--- config.mk ---
export PLATFORM = sky130hd
export DESIGN_NAME = ritc_user_bus_master
export DESIGN_NICKNAME = d
export VERILOG_FILES = /design/src/rtl/ritc_bus_pkg.sv /design/src/rtl/ritc_bus_poll_ctr.sv /design/src/rtl/ritc_user_bus_master.sv
export SDC_FILE = /design/constraint.sdc
export NUM_CORES = 1
export LEC_CHECK = 0
export ABC_CLOCK_PERIOD_IN_PS = 2400
export CAP_MARGIN = 0
export CORE_AREA = 4 4 152 154
export DETAILED_ROUTE_END_ITERATION = 16
export DIE_AREA = 0 0 156 158
export HOLD_SLACK_MARGIN = 0.12
export PLACE_DENSITY = 0.82
export RECOVER_POWER = 100
export SLEW_MARGIN = 5
export SYNTH_ARGS = -nofsm -noshare
export SYNTH_HDL_FRONTEND = slang
export SYNTH_SLANG_ARGS = --single-unit
export TNS_END_PERCENT = 50
--- constraint.sdc ---
create_clock -name user_clk_i -period 2.4 [get_ports user_clk_i]
set_clock_uncertainty 0.1 [all_clocks]
set_input_delay 0.36 -clock user_clk_i [delete_from_list [all_inputs] [get_ports user_clk_i]]
set_output_delay 0.36 -clock user_clk_i [all_outputs]
set_load 0.02 [all_outputs]
--- src/rtl/ritc_bus_pkg.sv ---
// ---------------------------------------------------------------------------
// ritc_bus_pkg
// Shared definitions for the RITC user register bus master.
//   - command op codes carried on cmd_op_i
//   - FSM state encoding
//   - default bus widths
//   - datapath register map seen on user_addr_o
// ---------------------------------------------------------------------------
package ritc_bus_pkg;

    localparam int DEF_ADDR_WIDTH = 4;
    localparam int DEF_DATA_WIDTH = 32;

    // Datapath register addresses.
    localparam logic [DEF_ADDR_WIDTH-1:0] REG_RST_EN      = 4'h0;
    localparam logic [DEF_ADDR_WIDTH-1:0] REG_BITSLIP     = 4'h1;
    localparam logic [DEF_ADDR_WIDTH-1:0] REG_IDELAY_VAL  = 4'h2;
    localparam logic [DEF_ADDR_WIDTH-1:0] REG_IDELAY_CTRL = 4'h3;

    typedef enum logic [1:0] {
        OP_WR   = 2'b00,
        OP_RD   = 2'b01,
        OP_RMW  = 2'b10,
        OP_POLL = 2'b11
    } op_e;

    typedef enum logic [2:0] {
        ST_IDLE,
        ST_WR,
        ST_RD,
        ST_RD_WAIT,
        ST_MODIFY,
        ST_GAP,
        ST_RSP
    } state_e;

endpackage

--- src/rtl/ritc_bus_poll_ctr.sv ---
// ---------------------------------------------------------------------------
// ritc_bus_poll_ctr
// Poll bookkeeping for the bus master: counts reads issued by a poll command,
// times the idle gap between poll reads, and flags match / limit reached.
//
// Ports:
//   user_clk_i, user_rst_n_i : clock, async active-low reset
//   poll_clr_i               : clear the read counter (new command accepted)
//   poll_inc_i               : one read strobe issued this cycle
//   gap_run_i                : master is in the GAP state this cycle
//   rd_dat_i                 : read data being sampled this cycle
//   cmp_dat_i, cmp_mask_i    : poll compare value and mask
//   match_o                  : masked read data equals masked compare value
//   limit_o                  : POLL_LIMIT reads have been issued
//   gap_done_o               : this is the last GAP cycle
// ---------------------------------------------------------------------------
module ritc_bus_poll_ctr #(
    parameter int DATA_WIDTH = 32,
    parameter int POLL_LIMIT = 255,
    parameter int POLL_GAP   = 15
) (
    input  logic                  user_clk_i,
    input  logic                  user_rst_n_i,
    input  logic                  poll_clr_i,
    input  logic                  poll_inc_i,
    input  logic                  gap_run_i,
    input  logic [DATA_WIDTH-1:0] rd_dat_i,
    input  logic [DATA_WIDTH-1:0] cmp_dat_i,
    input  logic [DATA_WIDTH-1:0] cmp_mask_i,
    output logic                  match_o,
    output logic                  limit_o,
    output logic                  gap_done_o
);

    logic [15:0] poll_cnt_q;
    logic [7:0]  gap_cnt_q;

    always_ff @(posedge user_clk_i or negedge user_rst_n_i) begin
        if (!user_rst_n_i) begin
            poll_cnt_q <= '0;
            gap_cnt_q  <= '0;
        end else begin
            if (poll_clr_i) begin
                poll_cnt_q <= '0;
            end else if (poll_inc_i) begin
                poll_cnt_q <= poll_cnt_q + 16'd1;
            end
            // Rests at zero outside GAP, so it holds k-1 in the k-th GAP cycle.
            if (gap_run_i) begin
                gap_cnt_q <= gap_cnt_q + 8'd1;
            end else begin
                gap_cnt_q <= '0;
            end
        end
    end

    assign match_o    = ((rd_dat_i ^ cmp_dat_i) & cmp_mask_i) == '0;
    assign limit_o    = poll_cnt_q == 16'(POLL_LIMIT);
    assign gap_done_o = ({1'b0, gap_cnt_q} + 9'd1) == 9'(POLL_GAP);

endmodule

--- src/rtl/ritc_user_bus_master.sv ---
// ---------------------------------------------------------------------------
// ritc_user_bus_master
// Initiator for the RITC datapath user register bus. Accepts one command at a
// time (write, read, read-modify-write, poll-until-match) and turns it into
// single-cycle user_wr / user_rd strobes, then returns one response.
//
// Ports:
//   user_clk_i, user_rst_n_i     : clock, async active-low reset
//   cmd_valid_i / cmd_ready_o    : command handshake (ready only in IDLE)
//   cmd_op_i, cmd_addr_i,
//   cmd_dat_i, cmd_mask_i        : command fields
//   rsp_valid_o / rsp_ready_i    : response handshake
//   rsp_dat_o, rsp_err_o         : read data / poll-exhausted flag
//   user_sel_o, user_addr_o,
//   user_wr_o, user_rd_o,
//   user_dat_o, user_dat_i       : register bus
//   busy_o                       : high whenever not IDLE
// ---------------------------------------------------------------------------
module ritc_user_bus_master
    import ritc_bus_pkg::*;
#(
    parameter int ADDR_WIDTH = DEF_ADDR_WIDTH,
    parameter int DATA_WIDTH = DEF_DATA_WIDTH,
    parameter int RD_LATENCY = 2,
    parameter int POLL_LIMIT = 255,
    parameter int POLL_GAP   = 15
) (
    input  logic                  user_clk_i,
    input  logic                  user_rst_n_i,
    input  logic                  cmd_valid_i,
    output logic                  cmd_ready_o,
    input  logic [1:0]            cmd_op_i,
    input  logic [ADDR_WIDTH-1:0] cmd_addr_i,
    input  logic [DATA_WIDTH-1:0] cmd_dat_i,
    input  logic [DATA_WIDTH-1:0] cmd_mask_i,
    output logic                  rsp_valid_o,
    input  logic                  rsp_ready_i,
    output logic [DATA_WIDTH-1:0] rsp_dat_o,
    output logic                  rsp_err_o,
    output logic                  user_sel_o,
    output logic [ADDR_WIDTH-1:0] user_addr_o,
    output logic                  user_wr_o,
    output logic                  user_rd_o,
    output logic [DATA_WIDTH-1:0] user_dat_o,
    input  logic [DATA_WIDTH-1:0] user_dat_i,
    output logic                  busy_o
);

    state_e                  state_q;
    op_e                     op_q;
    logic [DATA_WIDTH-1:0]   cmd_dat_q;
    logic [DATA_WIDTH-1:0]   cmd_mask_q;
    logic [DATA_WIDTH-1:0]   rd_q;
    logic [2:0]              lat_q;

    logic                    cmd_ready_q;
    logic                    rsp_valid_q;
    logic [DATA_WIDTH-1:0]   rsp_dat_q;
    logic                    rsp_err_q;
    logic                    user_sel_q;
    logic                    user_wr_q;
    logic                    user_rd_q;
    logic [ADDR_WIDTH-1:0]   user_addr_q;
    logic [DATA_WIDTH-1:0]   user_dat_q;

    logic                    cmd_fire;
    logic                    lat_done;
    logic                    poll_match;
    logic                    poll_limit;
    logic                    gap_done;

    assign cmd_fire = cmd_valid_i & cmd_ready_q;
    // lat_q holds k-1 in the k-th RD_WAIT cycle; the last one samples user_dat_i.
    assign lat_done = ({1'b0, lat_q} + 4'd1) == 4'(RD_LATENCY);

    ritc_bus_poll_ctr #(
        .DATA_WIDTH (DATA_WIDTH),
        .POLL_LIMIT (POLL_LIMIT),
        .POLL_GAP   (POLL_GAP)
    ) u_poll_ctr (
        .user_clk_i   (user_clk_i),
        .user_rst_n_i (user_rst_n_i),
        .poll_clr_i   (cmd_fire),
        .poll_inc_i   (state_q == ST_RD),
        .gap_run_i    (state_q == ST_GAP),
        .rd_dat_i     (user_dat_i),
        .cmp_dat_i    (cmd_dat_q),
        .cmp_mask_i   (cmd_mask_q),
        .match_o      (poll_match),
        .limit_o      (poll_limit),
        .gap_done_o   (gap_done)
    );

    // NOTE: every register here, outputs included, is state and uses <=; the
    // async reset clears them at once, which is what aborts a transaction
    // mid-flight without emitting a response.
    always_ff @(posedge user_clk_i or negedge user_rst_n_i) begin
        if (!user_rst_n_i) begin
            state_q     <= ST_IDLE;
            op_q        <= OP_WR;
            cmd_dat_q   <= '0;
            cmd_mask_q  <= '0;
            rd_q        <= '0;
            lat_q       <= '0;
            cmd_ready_q <= 1'b1;
            rsp_valid_q <= 1'b0;
            rsp_dat_q   <= '0;
            rsp_err_q   <= 1'b0;
            user_sel_q  <= 1'b0;
            user_wr_q   <= 1'b0;
            user_rd_q   <= 1'b0;
            user_addr_q <= '0;
            user_dat_q  <= '0;
        end else begin
            case (state_q)
                ST_IDLE: begin
                    if (cmd_fire) begin
                        op_q        <= op_e'(cmd_op_i);
                        cmd_dat_q   <= cmd_dat_i;
                        cmd_mask_q  <= cmd_mask_i;
                        user_addr_q <= cmd_addr_i;
                        cmd_ready_q <= 1'b0;
                        user_sel_q  <= 1'b1;
                        if (op_e'(cmd_op_i) == OP_WR) begin
                            user_wr_q  <= 1'b1;
                            user_dat_q <= cmd_dat_i;
                            state_q    <= ST_WR;
                        end else begin
                            user_rd_q <= 1'b1;
                            state_q   <= ST_RD;
                        end
                    end
                end

                ST_WR: begin
                    user_sel_q  <= 1'b0;
                    user_wr_q   <= 1'b0;
                    rsp_valid_q <= 1'b1;
                    // RMW reports the value the register held before the write.
                    rsp_dat_q   <= (op_q == OP_RMW) ? rd_q : '0;
                    rsp_err_q   <= 1'b0;
                    state_q     <= ST_RSP;
                end

                ST_RD: begin
                    user_sel_q <= 1'b0;
                    user_rd_q  <= 1'b0;
                    lat_q      <= '0;
                    state_q    <= ST_RD_WAIT;
                end

                ST_RD_WAIT: begin
                    if (!lat_done) begin
                        lat_q <= lat_q + 3'd1;
                    end else begin
                        lat_q <= '0;
                        rd_q  <= user_dat_i;
                        // Decide on the sampled value directly so a poll with
                        // no gap re-reads RD_LATENCY+1 cycles after the last.
                        case (op_q)
                            OP_RMW: begin
                                state_q <= ST_MODIFY;
                            end
                            OP_POLL: begin
                                if (poll_match || poll_limit) begin
                                    rsp_valid_q <= 1'b1;
                                    rsp_dat_q   <= user_dat_i;
                                    rsp_err_q   <= !poll_match;
                                    state_q     <= ST_RSP;
                                end else if (POLL_GAP == 0) begin
                                    user_sel_q <= 1'b1;
                                    user_rd_q  <= 1'b1;
                                    state_q    <= ST_RD;
                                end else begin
                                    state_q <= ST_GAP;
                                end
                            end
                            default: begin
                                rsp_valid_q <= 1'b1;
                                rsp_dat_q   <= user_dat_i;
                                rsp_err_q   <= 1'b0;
                                state_q     <= ST_RSP;
                            end
                        endcase
                    end
                end

                ST_MODIFY: begin
                    user_dat_q <= (rd_q & ~cmd_mask_q) | (cmd_dat_q & cmd_mask_q);
                    user_sel_q <= 1'b1;
                    user_wr_q  <= 1'b1;
                    state_q    <= ST_WR;
                end

                ST_GAP: begin
                    if (gap_done) begin
                        user_sel_q <= 1'b1;
                        user_rd_q  <= 1'b1;
                        state_q    <= ST_RD;
                    end
                end

                ST_RSP: begin
                    if (rsp_ready_i) begin
                        rsp_valid_q <= 1'b0;
                        rsp_dat_q   <= '0;
                        rsp_err_q   <= 1'b0;
                        cmd_ready_q <= 1'b1;
                        state_q     <= ST_IDLE;
                    end
                end

                default: begin
                    user_sel_q  <= 1'b0;
                    user_wr_q   <= 1'b0;
                    user_rd_q   <= 1'b0;
                    rsp_valid_q <= 1'b0;
                    cmd_ready_q <= 1'b1;
                    state_q     <= ST_IDLE;
                end
            endcase
        end
    end

    assign cmd_ready_o = cmd_ready_q;
    assign rsp_valid_o = rsp_valid_q;
    assign rsp_dat_o   = rsp_dat_q;
    assign rsp_err_o   = rsp_err_q;
    assign user_sel_o  = user_sel_q;
    assign user_wr_o   = user_wr_q;
    assign user_rd_o   = user_rd_q;
    assign user_addr_o = user_addr_q;
    assign user_dat_o  = user_dat_q;
    assign busy_o      = state_q != ST_IDLE;

endmodule
# [After elaboration in Yosys (flattened, before gate mapping)]
# Cells that the tools add are included.
# Widths: inputs -> output; s select.
[op_classes] multipliers=0 bitwise=12 shift=0 n_eq_ne=19 n_lt_le_gt_ge=0 n_mux=43 reduce_logical=25 div_mod_pow=0 add_sub_neg=5
[op_table] op="$mux 32" count=6
[op_table] op="$pmux 32 s2" count=2
[op_table] op="$and 32x32->32" count=3
[op_table] op="$pmux 32 s3" count=1
[op_table] op="$logic_not 32->1" count=1
[op_table] op="$mux 16" count=2
[op_table] op="$not 32->32" count=1
[op_table] op="$or 32x32->32" count=1
[op_table] op="$xor 32x32->32" count=1
[op_table] op="$pmux 3 s7" count=1
[op_table] op="$add 16x1->16 const B" count=1
[op_table] op="$eq 16x8->1 const B" count=1
[op_table] op="$mux 3" count=5
[op_table] op="$ne 2x2->1 const B" count=7
[op_table] op="$mux 1" count=13
[op_table] op="$pmux 1 s3" count=4
[op_table] op="$reduce_and 3->1" count=4
[op_table] op="$reduce_or 4->1" count=3
[op_table] op="$reduce_and 5->1" count=2
[op_table] op="$add 8x1->9 const B" count=1
[op_table] op="$eq 3x3->1 const B" count=3
[op_table] op="$eq 9x4->1 const B" count=1
[op_table] op="$add 8x1->8 const B" count=1
[op_table] op="$mux 8" count=1
[op_table] op="other kinds (24)" count=38
[totals] n_memories=0 output_inout_bits=75 elab_cells=121 register_bits=202 latchBits=0 inputBits=106 mem_bits_rw=0 rom_bits=0

# [Longest topological paths before layout]
[logic_depth] depth_word=8 depth_mapped=9

# [Hierarchy]
# From an unflattened synthesis, not the netlist that was laid out.
[unflattened] cells_unflattened=857 hier_area_um2=9816.9
[modules_own_cells] module="ritc_user_bus_master" seq_area_each_um2=4455.5 cells_per_inst=675 area_each_um2=8130.3 instances=1
[modules_own_cells] module="ritc_bus_poll_ctr" seq_area_each_um2=600.6 cells_per_inst=182 area_each_um2=1686.6 instances=1

# [Worst setup path before layout]
# No wires, ideal clock.
[synth_path] path_kind="register to register" from="register u_poll_ctr.gap_cnt_q[0]" to="register state_q[2]" period_less_slack_ns=2.327 slack_ns=0.073 stages_incl_launch_ff=9 t_arrival_ns=2.107 required_time_ns=2.180 path_buffers=0 cell_sequence="dfrtp_1 -> ha_1 -> nand3_1 -> or2_4 -> or3b_1 -> a221oi_2 -> o221a_4 -> a21oi_1 -> a31o_1"
[synth_between] elab_chain_len=4
[synth_lines] element="start, declared" line_no="ritc_bus_poll_ctr.sv:36" rtl="logic [7:0] gap_cnt_q;"
[synth_lines] element="start signal, assigned" line_no="ritc_bus_poll_ctr.sv:50" rtl="gap_cnt_q <= gap_cnt_q + 8'd1;"
[synth_lines] element="$add 8x1->9" line_no="ritc_bus_poll_ctr.sv:59" rtl="assign gap_done_o = ({1'b0, gap_cnt_q} + 9'd1) == 9'(POLL_GAP);"
[synth_lines] element="$eq 9x4->1" line_no="ritc_bus_poll_ctr.sv:59"
[synth_lines] element="$ne 2x2->1 (no line)"
[synth_lines] element="$reduce_and 4->1 (no line)"
[synth_lines] element="end signal, assigned" line_no="ritc_user_bus_master.sv:99" rtl="state_q <= ST_IDLE;"
[synth_lines] element="end signal, assigned" line_no="ritc_user_bus_master.sv:127" rtl="state_q <= ST_WR;"
[synth_lines] element="end signal, assigned" line_no="ritc_user_bus_master.sv:130" rtl="state_q <= ST_RD;"
[synth_lines] element="end, declared" line_no="ritc_user_bus_master.sv:49" rtl="state_e state_q;"
# No other way between the ends.
# A chain may end at the register's enable or synchronous reset.

# [Final worst setup path]
[layout_path] from="register cmd_dat_q[19]" to="register rsp_dat_q[25] (netlist: rsp_dat_o[25])"
[layout_between] elab_chain_len=6
[layout_lines] element="start, declared" line_no="ritc_user_bus_master.sv:51" rtl="logic [DATA_WIDTH-1:0] cmd_dat_q;"
[layout_lines] element="start signal, assigned" line_no="ritc_user_bus_master.sv:119" rtl="cmd_dat_q <= cmd_dat_i;"
[layout_lines] element="$xor 32x32->32" line_no="ritc_bus_poll_ctr.sv:57" rtl="assign match_o = ((rd_dat_i ^ cmp_dat_i) & cmp_mask_i) == '0;"
[layout_lines] element="$and 32x32->32" line_no="ritc_bus_poll_ctr.sv:57"
[layout_lines] element="$logic_not 32->1" line_no="ritc_bus_poll_ctr.sv:57"
[layout_lines] element="$logic_or 1x1->1" line_no="ritc_user_bus_master.sv:165" rtl="if (poll_match || poll_limit) begin"
[layout_lines] element="$ne 3x3->1 (no line)"
[layout_lines] element="$reduce_and 5->1 (no line)"
[layout_lines] element="end signal, assigned" line_no="ritc_user_bus_master.sv:140" rtl="rsp_dat_q <= (op_q == OP_RMW) ? rd_q : '0;"
[layout_lines] element="end signal, assigned" line_no="ritc_user_bus_master.sv:167" rtl="rsp_dat_q <= user_dat_i;"
[layout_lines] element="end signal, assigned" line_no="ritc_user_bus_master.sv:180" rtl="rsp_dat_q <= user_dat_i;"
[layout_lines] element="end, declared" line_no="ritc_user_bus_master.sv:58" rtl="logic [DATA_WIDTH-1:0] rsp_dat_q;"
# No other way between the ends.

==> flow_metrics.py <==
metrics = {
    "run_status": {
        "status": "finished with violations",
        "failed_checks": "max-capacitance violations, max-slew violations, negative setup slack",
    },
    "critical_path": {
        "r2r_end": "rsp_dat_o[25]$_DFFE_PN0P_",
        "cp-end-kind": "flip-flop",
        "cp.required_ns": 2.74,
        "worstPathCellList": "xor2_1 -> a22oi_1 -> buf_4 -> nand4_1 -> nor4_4 -> o31ai_4 -> o21ai_4 -> buf_12 -> buf_16 -> a2bb2oi_2",
        "path_max_fanout": 8,
        "cp-start-kind": "flip-flop",
        "crit_path_top_delay_cell": "nor4_4",
        "critical_path_arrival_ns": 2.83,
        "reg2reg_depth": 10,
        "worst-setup-path-type": "reg2reg",
        "r2r_setup_slack_ns": -0.09,
        "reg2reg_from": "cmd_dat_q[19]$_DFFE_PN0P_",
        "slowest_delay_ns": 0.42,
    },
    "hold_path": {
        "min_from": "cmd_mask_i[22]",
        "min_path_cells": 2,
        "hold_path.class": "in2reg",
        "holdPathEnd": "cmd_mask_q[22]$_DFFE_PN0P_",
    },
    "die": {
        "io_pins": 181,
        "coreArea_sq_um": 21700,
        "dieArea_sq_um": 24600,
        "die_x_um": 156,
        "initial_utilization_pct": 44.7,
        "num_rows": 54,
        "die_y_um": 158,
    },
    "detailed_routing": {
        "initialDrtViolationCount": 312,
        "detail_route.vias_per_cell": 5.52,
        "wl_per_cell_um": 20.1,
        "firstDrtPassIters": 5,
        "ant_nets": 0,
        "wirelength_um": 27900,
        "drc": 0,
        "vias": 7670,
    },
    "clock_tree": {
        "clk_latency_ns": 0.53,
        "root_buffer": "clkbuf_16",
        "path_clk_slew_ns": 0.06,
        "h-tree-depth": 1,
        "cts_tree": "built",
        "cts_made_buffers": 23,
        "cts.sinks": 202,
        "cts_max_path_buffers": 3,
    },
    "power": {
        "power_density_nw_per_um2": 1390,
        "power.leakage_nw": 5.86,
        "power_mw": 18.6,
        "vdd_ir_drop_max_mv": 0.709,
    },
    "timing": {
        "hold_violations": 0,
        "fin_crit_ns": 2.49,
        "slew_headroom_pct": -9.22,
        "rsz0062_at_grt": "yes",
        "timing.fmax_ghz": 0.402,
        "fin_ws_ns": -0.0867,
        "finalMaxSlewViolations": 64,
        "fin_crit_sh_pct": 104,
        "tightest_slew_ns": 1.64,
        "timing.hold.ws_ns": 0.339,
        "setup_viol": 34,
    },
    "yosys": {
        "syn_inst": 854,
        "ys_warn_count": 0,
        "synth_cell_types": 53,
        "synth_area_sq_um": 9700,
        "seq_area_frac_synth_pct": 52.1,
        "ys_seq_elements": 202,
        "avgSynthCellArea_sq_um": 11.4,
        "synthesis.nets": 966,
    },
    "run": {
        "maxCapViolations": 1,
    },
    "cells_and_area": {
        "drive_gt1_share_pct": 24.1,
        "area_growth_pct": 37.9,
        "diodes": 0,
        "final_util_pct": 61.7,
        "final_nets": 1204,
    },
    "grt": {
        "grt_pass1_wl_um": 43700,
        "grt_pass1_vias": 8065,
        "grt_max_degree": 65,
        "track_usage_pct": 22.3,
        "antenna_found_initial": 2,
        "overflow": 0,
    },
    "placed_design": {
        "portBuffers": 180,
        "gp_congestion": 0.862,
        "hpwl_um": 18800,
    },
}
-- cells in the final DEF, fill, tap and decap left out, drive strengths merged, types with 4 or more instances in the layout --
master / count
clkdlybuf4s50: 104
o21ai: 111
clkinvlp: 4
xnor2: 6
buf: 64
mux2i: 33
xor2: 47
and3: 5
clkbuf: 43
nand4: 7
inv: 9
nand3: 13
mux2: 103
a2bb2oi: 32
nor2: 35
bufinv: 6
nor4: 5
a22oi: 16
nand2: 96
a21oi: 43
nor3: 7
dlygate4sd3: 75
dfrtp: 201
ha: 6
-- power by group --
group          total [mW]  switching [mW]  internal (mW)  leakage [nW]
clock                4.04            1.50           2.54         0.420
sequential           6.06            1.21           4.85          2.54
combinational        8.51            4.22           4.29          2.90
total                18.6            6.93           11.7          5.86
-- cell type report --
type | instances | area, sq um
Tap cell | 280 | 350
Multi-Input combinational cell | 598 | 4480
Inverter | 8 | 30.0
Fill cell | 1683 | 8320
Timing Repair Buffer | 259 | 2580
Clock buffer | 28 | 634
Clock inverter | 14 | 245
Sequential cell | 202 | 5060
-- repair_timing --
action,CTS,global route
buffers inserted,3,1
hold buffers,1,0
cloned,2,2
pin swaps,6,2
endpoints found under the hold margin,60,0
endpoints found under the setup margin,36,37
resized for setup,12,7
-- synth_stat cells (all sizes together) --
cell	number	area, sq um
o221ai	2	23.8
mux2i	33	330
a22oi	16	120
and3	5	31.3
or3	2	12.5
mux2	103	1160
a31o	2	17.5
o32ai	1	8.76
nor3b	1	12.5
ha	6	75.1
or3b	1	8.76
nand3	13	65.1
nor4	5	46.3
nor2b	3	18.8
buf	16	85.1
nand2b	3	18.8
dfrtp	201	5030
and2	1	6.26
a21oi	43	215
o21ai	111	567
a211o	1	8.76
nand2	96	363
a21o	3	22.5
inv	8	30.0
nand3b	2	15.0
clkbuf	30	113
a2bb2oi	32	462
xnor2	6	52.6
nor3	7	40.0
a31oi	3	18.8
o31ai	1	21.3
o221a	1	20.0
or2	1	8.76
a221oi	3	32.5
xor2	47	412
nand4	7	43.8
o2111ai	2	23.8
dfstp	1	26.3
nor2	35	131
-- per-stage QoR --
| step | std cells | cell area [sq um] | setup WS [ns] | setup TNS (ns) |
|---|---|---|---|---|
| after global placement | 1338 | 12400 | -0.600 | -20.27 |
| after CTS | 1386 | 13400 | -0.0813 | -1.91 |
| after floorplan | 854 | 9700 | 0.0735 | 0 |
| after detailed placement | 1338 | 12400 | -0.729 | -24.38 |
| after global routing | 1389 | 13400 | -0.188 | -14.32 |
| final | 1389 | 13400 | -0.0867 | -1.56 |
-- routing by layer --
layer  track usage, %  part of all wire (%)
met1             27.5                    40
met2             38.3                    50
met3             6.21                   7.9
met4             6.63                   2.5
met5                0                 0.093
-- cell families (layout without fill, tap and decap cells) --
group | after synthesis | after routing | synth area share (%)
AO/OA/AOI/OAI | 221 | 221 | 16.1
flip-flops | 202 | 202 | 52.1
AND/OR/NAND/NOR | 182 | 182 | 8.48
multiplexers | 136 | 136 | 15.4
buffers and inverters | 54 | 309 | 2.35
XOR/XNOR | 53 | 53 | 4.79
adder cells (fa/ha/maj) | 6 | 6 | 0.774
-- state kept, by name, indices dropped and copies added, names as in the netlist, 3 cells and up --
signal	cells
cmd_dat_q	32
lat_q	3
rd_q	32
rsp_dat_o	32
state_q	3
u_poll_ctr.gap_cnt_q	8
user_dat_o	32
u_poll_ctr.poll_cnt_q	16
cmd_mask_q	32
user_addr_o	4
-- critical path, delay by kind of cell (launching register included) --
kind / cells / cell delay (ns)
and+or+nand+nor: 2 / 0.62
DFF: 1 / 0.40
AOI/OAI and AO/OA: 4 / 0.64
xor gates and xnor gates: 1 / 0.16
buffers and inverters: 3 / 0.46
-- how the worst max path moves through the flow --
stage / startpoint / to / slack (ns) / cells after the start
after floorplan: u_poll_ctr.gap_cnt_q[0]$_DFF_PN0_ / state_q[2]$_DFFE_PN0P_ / 0.07 / 8
after detailed placement: user_dat_i[21] / rsp_dat_o[1]$_DFFE_PN0P_ / -0.73 / 9
after global placement: user_dat_i[21] / rsp_dat_o[2]$_DFFE_PN0P_ / -0.60 / 9
final: cmd_dat_q[19]$_DFFE_PN0P_ / rsp_dat_o[25]$_DFFE_PN0P_ / -0.09 / 10
after global routing: cmd_dat_q[28]$_DFFE_PN0P_ / rsp_dat_o[20]$_DFFE_PN0P_ / -0.19 / 10
after CTS: cmd_dat_q[28]$_DFFE_PN0P_ / rsp_dat_o[15]$_DFFE_PN0P_ / -0.08 / 9
(Power assumes the default switching activity.)
